## src/rtl/maze_pkg.sv

```systemverilog
// Shared maze constants, direction bit indices and the player controller state encoding.
package maze_pkg;

   localparam int unsigned DEF_GRID_W = 24;
   localparam int unsigned DEF_GRID_H = 24;
   localparam int unsigned CELL_PITCH = 10;
   localparam int unsigned X_OFFSET   = 80;

   localparam int unsigned DIR_UP    = 0;
   localparam int unsigned DIR_DOWN  = 1;
   localparam int unsigned DIR_LEFT  = 2;
   localparam int unsigned DIR_RIGHT = 3;

   typedef enum logic [3:0] {
      StInitSetup,
      StInitDraw,
      StIdle,
      StLookup,
      StWait,
      StEval,
      StErSetup,
      StErRun,
      StGap1,
      StDrSetup,
      StDrRun,
      StGap2,
      StWon
   } state_e;

endpackage

```

## src/rtl/move_target_calc.sv

```systemverilog
// Combinational target-cell calculator: position plus one-hot direction gives the
// neighbouring cell, an off-grid flag and the maze ROM address of that cell.
module move_target_calc
   import maze_pkg::*;
#(
   parameter int unsigned GRID_W = DEF_GRID_W,
   parameter int unsigned GRID_H = DEF_GRID_H
) (
   input  logic [4:0] pos_x,
   input  logic [4:0] pos_y,
   input  logic [3:0] dir,
   output logic       single,
   output logic       off_grid,
   output logic [4:0] tgt_x,
   output logic [4:0] tgt_y,
   output logic [9:0] tgt_addr
);

   always_comb begin
      single   = (dir != 4'd0) && ((dir & (dir - 4'd1)) == 4'd0);
      off_grid = 1'b0;
      tgt_x    = pos_x;
      tgt_y    = pos_y;
      // Edge test precedes the step so a 5-bit wrap can never produce a target.
      if (single) begin
         if (dir[DIR_UP]) begin
            off_grid = (pos_y == 5'd0);
            if (!off_grid) tgt_y = pos_y - 5'd1;
         end else if (dir[DIR_DOWN]) begin
            off_grid = (pos_y == 5'(GRID_H - 1));
            if (!off_grid) tgt_y = pos_y + 5'd1;
         end else if (dir[DIR_LEFT]) begin
            off_grid = (pos_x == 5'd0);
            if (!off_grid) tgt_x = pos_x - 5'd1;
         end else begin
            off_grid = (pos_x == 5'(GRID_W - 1));
            if (!off_grid) tgt_x = pos_x + 5'd1;
         end
      end
      tgt_addr = 10'(tgt_y) * 10'(GRID_W) + 10'(tgt_x);
   end

endmodule

```

## src/rtl/player_move_ctrl.sv

```systemverilog
// Player move controller: validates direction requests against the maze ROM and
// sequences erase/draw jobs on the box draw engine, tracking position, moves and win.
module player_move_ctrl
   import maze_pkg::*;
#(
   parameter int unsigned GRID_W  = DEF_GRID_W,
   parameter int unsigned GRID_H  = DEF_GRID_H,
   parameter int unsigned START_X = 0,
   parameter int unsigned START_Y = 1,
   parameter int unsigned EXIT_X  = 23,
   parameter int unsigned EXIT_Y  = 22
) (
   input  logic       clk,
   input  logic       reset,
   input  logic [3:0] move_req,
   output logic [9:0] rom_addr,
   input  logic       rom_q,
   output logic       box_go,
   output logic       box_erase,
   output logic [4:0] box_x,
   output logic [4:0] box_y,
   input  logic       box_done,
   output logic [4:0] pos_x,
   output logic [4:0] pos_y,
   output logic       busy,
   output logic       bump,
   output logic       win,
   output logic [9:0] move_cnt
);

   state_e     state_q, state_d;
   logic [4:0] pos_x_q, pos_x_d, pos_y_q, pos_y_d;
   logic [4:0] tgt_x_q, tgt_x_d, tgt_y_q, tgt_y_d;
   logic [4:0] box_x_q, box_x_d, box_y_q, box_y_d;
   logic       box_erase_q, box_erase_d;
   logic [9:0] rom_addr_q, rom_addr_d;
   logic [9:0] move_cnt_q, move_cnt_d;
   logic       bump_q, bump_d, win_q, win_d;

   logic       req_single, req_off_grid;
   logic [4:0] calc_x, calc_y;
   logic [9:0] calc_addr;

   move_target_calc #(
      .GRID_W (GRID_W),
      .GRID_H (GRID_H)
   ) u_calc (
      .pos_x    (pos_x_q),
      .pos_y    (pos_y_q),
      .dir      (move_req),
      .single   (req_single),
      .off_grid (req_off_grid),
      .tgt_x    (calc_x),
      .tgt_y    (calc_y),
      .tgt_addr (calc_addr)
   );

   always_ff @(posedge clk) begin
      if (reset) begin
         state_q     <= StInitSetup;
         pos_x_q     <= 5'(START_X);
         pos_y_q     <= 5'(START_Y);
         tgt_x_q     <= 5'(START_X);
         tgt_y_q     <= 5'(START_Y);
         box_x_q     <= 5'(START_X);
         box_y_q     <= 5'(START_Y);
         box_erase_q <= 1'b0;
         rom_addr_q  <= 10'd0;
         move_cnt_q  <= 10'd0;
         bump_q      <= 1'b0;
         win_q       <= 1'b0;
      end else begin
         state_q     <= state_d;
         pos_x_q     <= pos_x_d;
         pos_y_q     <= pos_y_d;
         tgt_x_q     <= tgt_x_d;
         tgt_y_q     <= tgt_y_d;
         box_x_q     <= box_x_d;
         box_y_q     <= box_y_d;
         box_erase_q <= box_erase_d;
         rom_addr_q  <= rom_addr_d;
         move_cnt_q  <= move_cnt_d;
         bump_q      <= bump_d;
         win_q       <= win_d;
      end
   end

   // Job coordinates are loaded on entry to each SETUP state so they are stable
   // for a full cycle before the engine sees box_go rise.
   always_comb begin
      state_d     = state_q;
      pos_x_d     = pos_x_q;
      pos_y_d     = pos_y_q;
      tgt_x_d     = tgt_x_q;
      tgt_y_d     = tgt_y_q;
      box_x_d     = box_x_q;
      box_y_d     = box_y_q;
      box_erase_d = box_erase_q;
      rom_addr_d  = rom_addr_q;
      move_cnt_d  = move_cnt_q;
      bump_d      = 1'b0;
      win_d       = win_q;
      unique case (state_q)
         StInitSetup: begin
            box_x_d     = pos_x_q;
            box_y_d     = pos_y_q;
            box_erase_d = 1'b0;
            state_d     = StInitDraw;
         end
         StInitDraw: if (box_done) state_d = StGap2;
         StIdle: begin
            if (req_single) begin
               if (req_off_grid) begin
                  bump_d = 1'b1;
               end else begin
                  tgt_x_d    = calc_x;
                  tgt_y_d    = calc_y;
                  rom_addr_d = calc_addr;
                  state_d    = StLookup;
               end
            end
         end
         StLookup: state_d = StWait;
         StWait:   state_d = StEval;
         StEval: begin
            if (rom_q) begin
               box_x_d     = pos_x_q;
               box_y_d     = pos_y_q;
               box_erase_d = 1'b1;
               state_d     = StErSetup;
            end else begin
               bump_d  = 1'b1;
               state_d = StIdle;
            end
         end
         StErSetup: state_d = StErRun;
         StErRun:   if (box_done) state_d = StGap1;
         StGap1: begin
            pos_x_d     = tgt_x_q;
            pos_y_d     = tgt_y_q;
            box_x_d     = tgt_x_q;
            box_y_d     = tgt_y_q;
            box_erase_d = 1'b0;
            if (move_cnt_q != 10'h3ff) move_cnt_d = move_cnt_q + 10'd1;
            state_d     = StDrSetup;
         end
         StDrSetup: state_d = StDrRun;
         StDrRun:   if (box_done) state_d = StGap2;
         StGap2: begin
            if (pos_x_q == 5'(EXIT_X) && pos_y_q == 5'(EXIT_Y)) begin
               win_d   = 1'b1;
               state_d = StWon;
            end else begin
               state_d = StIdle;
            end
         end
         StWon:   state_d = StWon;
         default: state_d = StInitSetup;
      endcase
   end

   assign box_go    = (state_q == StInitDraw) || (state_q == StErRun) || (state_q == StDrRun);
   assign busy      = (state_q != StIdle) && (state_q != StWon);
   assign box_erase = box_erase_q;
   assign box_x     = box_x_q;
   assign box_y     = box_y_q;
   assign rom_addr  = rom_addr_q;
   assign pos_x     = pos_x_q;
   assign pos_y     = pos_y_q;
   assign bump      = bump_q;
   assign win       = win_q;
   assign move_cnt  = move_cnt_q;

endmodule

```

## config.mk

```make
export PLATFORM = sky130hd
export DESIGN_NAME = player_move_ctrl
export DESIGN_NICKNAME = d
export VERILOG_FILES = /design/src/rtl/maze_pkg.sv /design/src/rtl/move_target_calc.sv /design/src/rtl/player_move_ctrl.sv
export SDC_FILE = /design/constraint.sdc
export NUM_CORES = 1
export LEC_CHECK = 0
export CORE_MARGIN = 4
export CORE_UTILIZATION = 50
export CTS_BUF_LIST = sky130_fd_sc_hd__clkbuf_8
export DETAILED_ROUTE_END_ITERATION = 10
export PLACE_DENSITY_LB_ADDON = 0.15
export SLEW_MARGIN = 20
export SYNTH_ARGS = -nofsm -noshare
export SYNTH_HDL_FRONTEND = slang
export SYNTH_SLANG_ARGS = --single-unit
```

## constraint.sdc

```tcl
create_clock -name clk -period 4.6 [get_ports clk]
set_clock_uncertainty 0.2 [all_clocks]
set_input_delay 0.92 -clock clk [delete_from_list [all_inputs] [get_ports clk]]
set_output_delay 0.92 -clock clk [all_outputs]
set_load 0.05 [all_outputs]
```

# [Yosys cells after proc, flatten, opt, wreduce, memory -nomap -nowiden]
# Index checks and enable logic that the tools add are counted.
# W data, S select, Z words.
[totals] regBits=57
[classes] addsub=7 eq_ne=23 multipliers=1 n_mux=32 reduce_logical=20 n_bitwise=2
[op_table] cell="$mux W5" count=13
[op_table] cell="$pmux W4 S12" count=1
[op_table] cell="$pmux W5 S3" count=2
[op_table] cell="$eq A4 B4 Y1 const B" count=5
[op_table] cell="$mux W4" count=5
[op_table] cell="$eq A4 B3 Y1 const B" count=4
[op_table] cell="$eq A5 B5 Y1 const B" count=3
[op_table] cell="$add A10 B1 Y10 const B" count=1
[op_table] cell="$add A10 B5 Y10" count=1
[op_table] cell="$add A5 B1 Y5 const B" count=2
[op_table] cell="$logic_not A5 Y1" count=2
[op_table] cell="$ne A10 B10 Y1 const B" count=1
[op_table] cell="$sub A5 B1 Y5 const B" count=2
[op_table] cell="$eq A4 B2 Y1 const B" count=2
[op_table] cell="$logic_not A4 Y1" count=2
[op_table] cell="$mux W1" count=8
[op_table] cell="$ne A2 B2 Y1 const B" count=4
[op_table] cell="$reduce_and A2 Y1" count=4
[op_table] cell="$mul A5 B2 Y7 const B" count=1
[op_table] cell="$and A4 B4 Y4" count=1
[op_table] cell="$eq A4 B1 Y1 const B" count=1
[op_table] cell="$ne A4 B2 Y1 const B" count=1
[op_table] cell="$ne A4 B4 Y1 const B" count=1
[op_table] cell="$pmux W1 S2" count=2
[op_table] cell="12 further kinds" count=16

# [Logic depth before layout (Yosys ltp)]
[logic_depth] word_depth=8 depth_mapped=16 mapped_depth_nobuf=15

# [Cells and area by module]
# From an unflattened synthesis, not the netlist that was laid out.
[hier_totals] cells_unflattened=463 area_unflattened_um2=3631.0
[by_module_without_submodules] module="player_move_ctrl" area_per_inst_um2=2511.2 n_inst=1 seq_area_each_um2=1141.1 cells_each=300
[by_module_without_submodules] module="move_target_calc" area_per_inst_um2=1119.8 n_inst=1 seq_area_each_um2=0.0 cells_each=163

# [Least setup slack after synthesis]
# Ideal clock, no wire load.
[synth_path] path_type="input port to flip-flop" from="input port move_req[2]" to="register rom_addr_q[7] (netlist: rom_addr[7])" arrival_time_ps=3788 setup_slack_ps=533 stages=15 required_time_ps=4321 setup_time_ps=79 path_cell_list="buf_6 -> or4b_4 -> o311a_1 -> buf_6 -> o21a_1 -> a311oi_2 -> inv_1 -> ha_1 -> inv_1 -> nor3_1 -> a21oi_1 -> o221ai_2 -> or3_4 -> xnor2_1 -> a211oi_2"
[synth_via] elab_chain_len=7
[synth_lines] item="from (decl)" line="player_move_ctrl.sv:15" source="input logic [3:0] move_req,"
[synth_lines] item="$sub A4 B1 Y4" line="move_target_calc.sv:20" source="single = (dir != 4'd0) && ((dir & (dir - 4'd1)) == 4'd0);"
[synth_lines] item="$and A4 B4 Y4" line="move_target_calc.sv:20"
[synth_lines] item="$logic_not A4 Y1" line="move_target_calc.sv:20"
[synth_lines] item="$logic_and A1 B1 Y1 (*)" line="move_target_calc.sv:20"
[synth_lines] item="$mux W5 (*)" line="move_target_calc.sv:25" source="if (single) begin"
[synth_lines] item="named net calc_y[4]" line="player_move_ctrl.sv:41" source="logic [4:0] calc_x, calc_y;"
[synth_lines] item="$mul A5 B2 Y7 (*)" line="move_target_calc.sv:40" source="tgt_addr = 10'(tgt_y) * 10'(GRID_W) + 10'(tgt_x);"
[synth_lines] item="$add A10 B5 Y10 (*)" line="move_target_calc.sv:40"
[synth_lines] item="to (signal assigned)" line="player_move_ctrl.sv:81" source="rom_addr_q <= rom_addr_d;"
[synth_lines] item="to (decl)" line="player_move_ctrl.sv:36" source="logic [9:0] rom_addr_q, rom_addr_d;"
# Mark *: on every way through the listed nets, which the timed path passes. The rest lies on a longest branch.
# A chain may end at the register's enable or synchronous reset.

# [Worst setup path in the final report]
[layout_path] from="input port move_req[3]" to="register rom_addr_q[7] (netlist: rom_addr[7])"
# The elaborated chain is that of the path after synthesis.

==> results by group <==
Worst setup path
  • Worst setup EP type: register
  • Worst r2r path cells: 14
  • Worst Setup EP: rom_addr[7]
  • RR Startpoint: pos_y[0]
  • CP Max Fanout: 7
  • Reg2reg setup slack: 0.81 ns
  • Critical Path RT: around 4.6 ns
  • Kind of critical path: in2reg
  • CP Launch Point: move_req[3]
  • Worst path arrival time: 4.32 ns
  • Worst r2r dst: rom_addr[9]
  • Critical Path Start Type: input port

Routing
  • Final WL: 7990 microns
  • Top sig layer: met4
  • DR vias: ~3100
  • WL/cell: 15.0 microns
  • Via density: 5.84
  • Met3 wire length: between 400 and 500 microns
  • Met2 Wirelength: around 3500 microns
  • Router iterations before antenna repair: 4
  • Drc violations: 0
  • Metal-1 WL: 3890 microns
  • Detailed router's first-iteration violation count: 166
  • Final ANT Viol Nets: 0

Yosys
  • Post-Synth Adder-Cell Area: 0.0586
  • Primary FF master, synth: dfxtp_1
  • Yosys cell types: 67
  • Async SR Flop Fraction: 0
  • Yosys warning total: 0
  • Syn_area_per_cell: 7.97 sq um
  • Cell Area, Synth: 0.00333 sq mm
  • Post-synthesis compound-gate area fraction: 0.234
  • Top post-synthesis cells by area: dfxtp_1, ha_1, nor2_1
  • Multiplexer share of the synthesized area: 0.0210
  • Post-synth EDFFs: 0
  • Area leader, netlist: dfxtp_1
  • XOR/XNOR Fraction of Synth Area: 0.0440
  • Share of the synthesized area in the top cell type: 0.325
  • Main combinational cell family by area after synthesis: simple AND/OR/NAND/NOR gates
  • Register area share after synthesis: 0.325
  • Yosys reg bits: 54
  • Gate Count Post-Synth: 418
  • Syn nets: 441
  • Post-Synth Simple-Gate Area: 0.247

Timing
  • Final worst setup slack: 0.316 ns
  • Setup violators final: 0
  • Worst rel slew slack: 0.522
  • Endpoints failing hold: 0
  • Max Fclk: 233 MHz
  • Tmin final: 4.28 ns
  • Least-Margin Pin Slew: 0.717 ns
  • Final Slew Violations: 0
  • RSZ-0062 raised after global routing: false
  • Final worst-path cycle share: 0.931
  • Setup TNS: 0 ns

Clock tree
  • Clk_lat worst skew: ~0.31 ns
  • Clock root cell: clkbuf_8
  • Clk sinks: 54
  • Inserted Clock Buffers: 5
  • CTS tree: yes
  • Reg clk slew, reported paths: approximately 0.090 ns
  • H-tree depth: 2
  • # resized after CTS: 0
  • Clock tree buffer depth: 2
  • Postcts setup bufs: 0
  • Hold-fix buffers, CTS: 0

Floorplanning
  • Die X: 89.6 microns
  • Die H: 89.6 microns
  • I/O pins: 53
  • Starting Density: 0.519
  • Core ar.: 0.00642 sq mm
  • Die area: 0.00803 sq mm
  • # rows: 29

Finish
  • Storage cell area: 0.00108 sq mm
  • # nets final: 477
  • Area of the multi-input gates: 0.00201 sq mm
  • Share of cells above drive strength 1: 0.0747
  • # fillers: 597
  • Diodes inserted: 0
  • Area grow syn2layout: 18.3%

Power and ir drop
  • PwrDens: between 200 and 300 mW/mm^2
  • Worst VDD drop: 0.232 mV
  • Design Power: about 0.0011 W
  • LEAKAGE: 1.40 nW

Status
  • Status: finished clean

Run
  • Max Cap Violations: 0

Global route
  • Total GRT Usage: 0.207
  • Largest net degree at the start of global routing: 52
  • Aggregate global routing overflow: 0
  • First-pass GRT wire length: 13100 microns
  • Initial antenna violation count: 0
  • Vias in the first global route: 2744

Placed design
  • Port Buffers: 52
  • Post-Place Worst Slack: 0.0775 ns
  • GPL Wtd Cong: 0.855
  • Detail Placement HPWL: approximately 5700 microns

Hold path
  • Worst hold path type: reg2reg
[worst min path at each step]
stage               slack (ns)        from  cells past startpoint          to
floorplan                 0.24  tgt_x_q[3]                      2  tgt_x_q[3]
global placement          0.25  tgt_y_q[3]                      2  tgt_y_q[3]
detailed placement        0.25  tgt_x_q[3]                      2  tgt_x_q[3]
CTS                       0.27  tgt_x_q[3]                      2  tgt_x_q[3]
global route              0.29  tgt_x_q[3]                      2  tgt_x_q[3]
finish                    0.26  tgt_x_q[3]                      2  tgt_x_q[3]
[final cells by class]
type	instances	share of cell area
inverters	16	0.0152
clock buffers	6	0.0210
flip-flops and latches	54	0.274
clock inverters	2	0.00413
well taps	77	0.0245
repair buffers	62	0.150
multi-input cells	315	0.511
[registers in the layout (all words and copies together), names as in the netlist]
signal / cells
box_y: 5
pos_y: 5
box_erase: 1
state_q: 4
rom_addr: 7
win: 1
bump: 1
tgt_y_q: 5
pos_x: 5
move_cnt: 10
tgt_x_q: 5
box_x: 5
[worst max-delay path, stage by stage]
cell	delay, ns
clkdlybuf4s50_1	0.54
or4b_1	0.54
o311a_1	0.18
buf_4	0.17
o31ai_1	0.43
ha_1	0.34
inv_1	0.11
nor3_1	0.05
a21oi_1	0.18
o221ai_2	0.13
or3_4	0.36
xnor2_1	0.15
a211oi_2	0.21
[routing by layer]
metal  track usage  vias to the layer above
met3        0.0420                        9
met5             0                        -
met4        0.0528                        0
met2         0.320                       74
li1              -                     1570
met1         0.294                     1453
[power breakdown]
part           internal, W  switching [W]  leakage (nW)  total [W]
Clock             0.000124       0.000164        0.0478   0.000288
Combinational     0.000106       0.000187         0.918   0.000293
Sequential        0.000491      0.0000285         0.438   0.000519
Total             0.000721       0.000379          1.40    0.00110
[cells in the final DEF, fill, tap and decap left out, drive strengths merged, types with 5 or more instances in the layout]
cell type	instances
dfxtp	54
clkdlybuf4s50	51
nor2	45
nand2	42
a21oi	30
o21ai	23
a211oi	18
inv	17
nand3	16
ha	14
nor3	12
buf	11
xnor2	11
nor2b	8
a31oi	8
mux2i	7
clkbuf	6
a22o	5
nand2b	5
or3	5
[kinds of logic after synthesis]
group,count (synthesis)
adder cells (fa/ha/maj),15
AO/OA/AOI/OAI,115
XOR/XNOR,15
multiplexers,7
buffers and inverters,49
flip-flops,54
AND/OR/NAND/NOR,163
[metrics by stage]
step           hold WS, ns  std cells  utilization  cell area, sq um
2_1_floorplan        0.236        418            -              3330
4_1_cts              0.265        532        0.613              3940
3_3_place_gp         0.248        524        0.598              3840
6_report             0.262        532        0.613              3940
5_1_grt              0.291        532        0.613              3940
3_5_place_dp         0.252        524        0.598              3840
[synth_stat cells (all sizes together), types with 11 or more instances]
library cell and n:
xnor2 11, clkbuf 21, nand3 16, buf 12
o21ai 23, a211oi 18, a21oi 30, nor3 12
nand2 42, inv 16, ha 14, nor2 45
dfxtp 54
Power figures use the tool's default switching activity.
